==> src/rtl/gearbox_67b_64b_pkg.sv <==
// Shared Interlaken block/SERDES widths and field positions, plus the
// helper that places a 67-bit block into the gearbox shift buffer.
package gearbox_67b_64b_pkg;

    localparam int INTERLAKEN_BLOCK_W = 67;
    localparam int SERDES_W           = 64;

    localparam int INV_BIT = 66;
    localparam int SYNC_HI = 65;
    localparam int SYNC_LO = 64;

    // One word of residue can never exceed a block, so block + word bounds the buffer
    localparam int BUF_W  = INTERLAKEN_BLOCK_W + SERDES_W;
    localparam int FILL_W = 7;

    typedef logic [INTERLAKEN_BLOCK_W-1:0] block_t;
    typedef logic [SERDES_W-1:0]           word_t;
    typedef logic [BUF_W-1:0]              buf_t;
    typedef logic [FILL_W-1:0]             fill_t;
    typedef logic [FILL_W:0]               fill_sum_t;

    // Left-align the block, then slide it down past the bits already held
    function automatic buf_t align_block(input block_t blk, input fill_t fill);
        buf_t aligned;
        aligned = {blk, {SERDES_W{1'b0}}};
        return aligned >> fill;
    endfunction

endpackage

==> src/rtl/gearbox_67b_64b.sv <==
// 67b -> 64b transmit gearbox: appends encoder blocks to an MSB-first
// shift buffer and emits 64-bit words whenever at least 64 bits are held.
module gearbox_67b_64b
    import gearbox_67b_64b_pkg::*;
(
    input  logic        USER_CLK,
    input  logic        SYSTEM_RESET_N,
    input  logic [66:0] DATA_IN,
    input  logic        DATA_IN_VALID,
    output logic        DATA_IN_READY,
    output logic [63:0] DATA_OUT,
    output logic        DATA_OUT_VALID
);

    buf_t      shift_reg, shift_next;
    fill_t     fill_reg, fill_next;
    word_t     data_out_reg, data_out_next;
    logic      valid_reg, valid_next;
    logic      ready_reg, ready_next;

    logic      accept;
    fill_sum_t fill_sum;
    buf_t      merged;

    assign accept = DATA_IN_VALID && ready_reg;

    // Bits below FILL are always zero, so the insert is a plain OR
    always_comb begin
        merged   = shift_reg;
        fill_sum = {1'b0, fill_reg};
        if (accept) begin
            merged   = shift_reg | align_block(DATA_IN, fill_reg);
            fill_sum = {1'b0, fill_reg} + fill_sum_t'(INTERLAKEN_BLOCK_W);
        end
    end

    always_comb begin
        shift_next    = merged;
        fill_next     = fill_t'(fill_sum);
        data_out_next = data_out_reg;
        valid_next    = 1'b0;
        if (fill_sum >= fill_sum_t'(SERDES_W)) begin
            data_out_next = merged[BUF_W-1 -: SERDES_W];
            shift_next    = merged << SERDES_W;
            fill_next     = fill_t'(fill_sum - fill_sum_t'(SERDES_W));
            valid_next    = 1'b1;
        end
        // A residue of 64..66 bits must drain before another block fits
        ready_next = (fill_next < fill_t'(SERDES_W));
    end

    always_ff @(posedge USER_CLK or negedge SYSTEM_RESET_N) begin
        if (!SYSTEM_RESET_N) begin
            shift_reg    <= '0;
            fill_reg     <= '0;
            data_out_reg <= '0;
            valid_reg    <= 1'b0;
            ready_reg    <= 1'b0;
        end else begin
            shift_reg    <= shift_next;
            fill_reg     <= fill_next;
            data_out_reg <= data_out_next;
            valid_reg    <= valid_next;
            ready_reg    <= ready_next;
        end
    end

    assign DATA_IN_READY  = ready_reg;
    assign DATA_OUT       = data_out_reg;
    assign DATA_OUT_VALID = valid_reg;

endmodule

==> config.mk <==
export PLATFORM = sky130hd
export DESIGN_NAME = gearbox_67b_64b
export DESIGN_NICKNAME = d
export VERILOG_FILES = /design/src/rtl/gearbox_67b_64b_pkg.sv /design/src/rtl/gearbox_67b_64b.sv
export SDC_FILE = /design/constraint.sdc
export NUM_CORES = 1
export LEC_CHECK = 0
export ABC_CLOCK_PERIOD_IN_PS = 2900
export BUFFER_PORTS_ARGS = -buffer_cell sky130_fd_sc_hd__buf_2
export CAP_MARGIN = 10
export CORE_MARGIN = 1.5
export CORE_UTILIZATION = 40
export CTS_BUF_LIST = sky130_fd_sc_hd__clkbuf_16
export CTS_CLUSTER_DIAMETER = 30
export CTS_CLUSTER_SIZE = 24
export DETAILED_ROUTE_END_ITERATION = 12
export PLACE_DENSITY_LB_ADDON = 0.3
export REMOVE_ABC_BUFFERS = 1
export SYNTH_ARGS = -nofsm -noshare
export SYNTH_HDL_FRONTEND = slang
export SYNTH_SLANG_ARGS = --single-unit
==> constraint.sdc <==
create_clock -name USER_CLK -period 2.9 [get_ports USER_CLK]
set_clock_uncertainty 0.05 [all_clocks]
set_input_delay 0 -clock USER_CLK [delete_from_list [all_inputs] [get_ports USER_CLK]]
set_output_delay 0 -clock USER_CLK [all_outputs]
set_load 0.01 [all_outputs]
Word level (Yosys, flattened, before mapping)
Cells that the tools add are included.
{"block": "word_totals", "register_bits": 204, "inputBits": 70, "out_inout_bits": 66, "word_cells": 17}
{"block": "classes", "add_sub_neg": 2, "n_lt_le_gt_ge": 2, "shift": 1, "muxes": 5, "bitwise_logic": 1, "n_reduce_logical": 1}
{"op": "$mux 131", "count": 2}
{"op": "$or 131x131->131", "count": 1}
{"op": "$shr 131x7->131", "count": 1}
{"op": "$add 7x7->8 const B", "count": 1}
{"op": "$ge 8x7->1 const B", "count": 1}
{"op": "$mux 8", "count": 1}
{"op": "$lt 7x7->1 const B", "count": 1}
{"op": "$mux 7", "count": 1}
{"op": "$sub 7x7->7 const B", "count": 1}
{"op": "$logic_and 1x1->1", "count": 1}
{"op": "$mux 1", "count": 1}

Logic depth before layout (Yosys ltp)
{"block": "depth", "depth_word": 5, "mapped_depth": 15, "ltp_nobuf": 9}

Worst setup path after synthesis
No wires, ideal clock.
{"block": "synth_path", "path_type": "reg-to-reg", "from": "register fill_reg[1]", "to": "register shift_reg[74]", "setup_ns": 0.142, "arrival_time_ns": 2.648, "t_required_ns": 2.708, "path_slack_ns": 0.060, "path_stages_with_launch": 15, "path_buffers": 8, "period_less_slack_ns": 2.840, "path_cell_list": "dfrtp_1 buf_6 buf_6 buf_4 buf_2 buf_2 inv_1 ha_1 inv_1 a41oi_1 nor2_1 buf_2 buf_2 buf_1 o221ai_1"}
{"block": "synth_via", "elab_chain_cells": 4, "elab_cells_between_ends": 7, "classes_between": "add/sub: 1; order compare: 1; shift: 1; mux: 3; bitwise: 1"}
{"item": "start, declared", "line": "gearbox_67b_64b.sv:16", "source": "fill_t fill_reg, fill_next;"}
{"item": "start signal, assigned", "line": "gearbox_67b_64b.sv:61", "source": "fill_reg <= fill_next;"}
{"item": "$add 7x7->8 or $shr 131x7->131 (tied branches)", "line": "gearbox_67b_64b.sv:33, gearbox_67b_64b_pkg.sv:26"}
{"item": "$mux 8 or $or 131x131->131 (tied branches)", "line": "gearbox_67b_64b.sv:31, gearbox_67b_64b.sv:32"}
{"item": "$ge 8x7->1 or $mux 131 (tied branches)", "line": "gearbox_67b_64b.sv:42, gearbox_67b_64b.sv:31"}
{"item": "$mux 131 *", "line": "gearbox_67b_64b.sv:42", "source": "if (fill_sum >= fill_sum_t'(SERDES_W)) begin"}
{"item": "via shift_next[74]", "line": "gearbox_67b_64b.sv:15", "source": "buf_t shift_reg, shift_next;"}
{"item": "end signal, assigned", "line": "gearbox_67b_64b.sv:60", "source": "shift_reg <= shift_next;"}
{"item": "end, declared", "line": "gearbox_67b_64b.sv:15"}
The timed path passes the listed nets; every way through them passes the cells marked *.
A chain may end at the register's enable or synchronous reset.

Worst setup path in the final report
{"block": "layout_path", "from": "register fill_reg[1]", "to": "register shift_reg[109]"}
The elaborated chain is that of the path after synthesis.

==> results_dict.tcl <==
set metrics [dict create \
    status "complete, but fails checks" \
    violations "setup timing" \
    cts.reportedPaths.clkPinSlew_ns 0.04 \
    p_per_area_mw_per_mm2 1600 \
    ios 136 \
    hold_ws_ns 0.0311 \
    fillerInstances 3090 \
    vias 14115 \
    gr-total-overflow 0 \
    fin_ws_ns -0.0807 \
    syn_area_sq_mm 0.0143 \
    core-area_sq_mm 0.0348 \
    fin_nets 1774 \
    drt_iter0_markers 1767 \
    wire_per_inst_um 27.8 \
    grt_antenna_before_repair 0 \
    critPathRequiredTime_ns 3.27 \
    ys_seq_elements 204 \
    dp_hpwl_um 45500 \
    cts_buffer_depth 3 \
    antenna_cells 0 \
    grt_pass1_vias 13784 \
    drt-total-wl_um 61200 \
    grt_util_met2 0.504 \
    synthCells 1410 \
    timing.rr.start "fill_reg[1]" \
    maxCapViolations 0 \
    area_growth_pct 35.3 \
    setup_viol 18 \
    p_leak_nw 8.26 \
    drv_slew 0 \
    async_flop_share 1.00 \
    rows 68 \
    ir_drop_mv 0.735 \
    synth_ff_type "dfrtp_1" \
    yosysWarnings 0 \
    reg2reg_slack_ns -0.08 \
    rsz0062_at_grt "true" \
    multi_input_area_sq_mm 0.00909 \
    use_met3 0.0636 \
    start_util 0.410 \
    met1_usage 0.447 \
    gp_congestion 0.982 \
    antenna_left 0 \
    layout-drive-gt1-share 0.413 \
    drc 0 \
    cts_tree "built" \
    crit_start "fill_reg[1]" \
    crit_type "register to register" \
    critical_path_arrival_ns 3.35 \
    min-delay-path-class "input port to asynchronous set/reset pin" \
    ys_seq_area_frac 0.358 \
    critPathMaxFanout 7 \
    grt.busiest_layer "met2" \
    max_freq_mhz 335 \
    insertion_delay_ns 0.57 \
    grt_pass1_wl_um 90200 \
    dr.pass1.iters 6 \
    synth.avg_cell_area_sq_um 10.1 \
    synth_edf_count 0 \
    die_area_sq_mm 0.0368 \
    min_period_ns 2.98 \
    slew-limit-headroom 0.363 \
    io_buffers 135 \
    critPathLaunchType "register" \
    p_total_w 0.0309 \
    clock_tree.root_cell "clkbuf_16" \
    cts_buffers 49 \
    grt.total_usage 0.333 \
    post-route-period-util 1.03 \
    h-tree-depth 2 \
    viasPerCell 6.42 \
    cp-end-kind "register" \
    worst_slew_pin_slew_ns 0.952 \
    clock-sinks 204 \
    ys_types 75 \
    hold_viol_final 0 \
    die_y_um 192 \
    grt_max_degree 67 \
    die_w_um 192 \
    area.sequential_sq_mm 0.00511 \
    largest_reg_flops 131 \
]
==> cell usage after synthesis, types with 4 or more instances <==
| master | instances | area share |
|---|---|---|
| mux2i_1 | 84 | 0.059 |
| inv_1 | 13 | 0.0034 |
| and3_1 | 4 | 0.0018 |
| a22oi_1 | 27 | 0.014 |
| clkbuf_1 | 70 | 0.018 |
| a211o_1 | 4 | 0.0025 |
| o21ai_0 | 51 | 0.018 |
| nand4_1 | 5 | 0.0022 |
| a2bb2oi_1 | 4 | 0.0025 |
| o211ai_1 | 10 | 0.0053 |
| xnor2_1 | 5 | 0.0031 |
| mux4_1 | 6 | 0.011 |
| nor3_1 | 29 | 0.010 |
| a31oi_1 | 18 | 0.0079 |
| a222oi_1 | 4 | 0.0028 |
| buf_6 | 5 | 0.0039 |
| dfrtp_1 | 204 | 0.36 |
| o21a_1 | 8 | 0.0042 |
| a21oi_1 | 160 | 0.056 |
| a22o_1 | 4 | 0.0025 |
| nand2_1 | 90 | 0.024 |
| a221oi_1 | 28 | 0.017 |
| nor2_1 | 203 | 0.053 |
| buf_2 | 27 | 0.0095 |
| and2_1 | 12 | 0.0053 |
| nand3_1 | 6 | 0.0021 |
| o22ai_1 | 25 | 0.011 |
| a211oi_1 | 26 | 0.014 |
| mux2_2 | 63 | 0.050 |
| mux4_2 | 105 | 0.17 |
| a21o_1 | 10 | 0.0053 |
| buf_1 | 21 | 0.0055 |
| o221ai_1 | 5 | 0.0031 |
==> final timing paths <==
| path | to | cells after the start |
|---|---|---|
| min in group USER_CLK | shift_reg[59] | 4 |
| worst max-delay path | shift_reg[109] | 8 |
| worst max register to register | shift_reg[109] | 8 |
| max in group asynchronous | fill_reg[0] | 3 |
| worst min register to register | DATA_OUT[24] | 2 |
| worst min-delay path | shift_reg[89] | 3 |
==> kinds of logic (layout without fill, tap and decap cells) <==
| kind of cell | count (synthesis) | count (layout) | share of synthesized area |
|---|---|---|---|
| adders and majority gates | 1 | 1 | 0.000877 |
| buffers and inverters | 142 | 474 | 0.0443 |
| and+or+nand+nor | 368 | 368 | 0.108 |
| DFF | 204 | 204 | 0.358 |
| muxes | 261 | 261 | 0.288 |
| AOI/OAI and AO/OA | 429 | 429 | 0.198 |
| xor gates and xnor gates | 5 | 5 | 0.00307 |
==> layout by cell type (no fill, tap or decap), drive strengths merged, types with 18 or more instances in the layout <==
master  synthesis  final
buf            57    365
dfrtp         204    204
nor2          203    203
a21oi         161    161
mux4          111    111
nand2          90     90
mux2i          84     84
mux2           66     66
clkbuf         70     51
o21ai          51     51
a221oi         31     31
nor3           29     29
a22oi          28     28
a211oi         28     28
o22ai          25     25
inv            15     23
clkinv          0     23
a31oi          18     18
==> layer usage <==
metal,vias to the layer above,share of wire,wire length [um]
li1,6025,-,-
met1,7057,0.40,24700
met2,832,0.45,27300
met3,201,0.086,5270
met4,0,0.063,3870
met5,-,0,0
==> report_power, final <==
| part | internal, W | total (W) | switching, W |
|---|---|---|---|
| sequential | 0.00416 | 0.00489 | 0.000721 |
| clock | 0.00350 | 0.00528 | 0.00178 |
| combinational | 0.00916 | 0.0208 | 0.0116 |
==> timing repair <==
action,in CTS,in global routing
hold buffers,2,0
hold endpoints to repair,204,0
gates resized for setup,31,113
pin swaps,6,31
endpoints found under the setup margin,39,80
gates cloned,1,2
setup buffers,4,20
==> final cells by class <==
cell class / count / share of cell area
Inverter: 15 / 0.00324
Tap cell: 455 / 0.0295
Clock buffer: 49 / 0.0635
Multi-Input combinational cell: 1064 / 0.471
Timing Repair Buffer: 369 / 0.149
Sequential cell: 204 / 0.265
Clock inverter: 41 / 0.0194
==> worst max-delay path: stages (launching register included) <==
cell and delay, ns:
dfrtp_4 0.53, buf_12 0.17, buf_6 0.10, mux4_2 0.57, mux2_4 0.30, mux4_2 0.52
a221o_1 0.36, a21oi_2 0.14, mux2i_1 0.10
==> stage by stage <==
step,TNS (ns),setup WS (ns),util,area (sq um),cells
3_5_place_dp,-1.79,-0.140,0.483,16800,2078
3_3_place_gp,-0.706,-0.125,0.483,16800,2078
4_1_cts,-0.229,-0.0762,0.534,18600,2175
5_1_grt,-2.13,-0.124,0.555,19300,2197
6_report,-0.530,-0.0807,0.555,19300,2197
2_1_floorplan,-1671.12,-9.85,-,13700,1283
No activity file was read; power rests on OpenSTA's default activity.
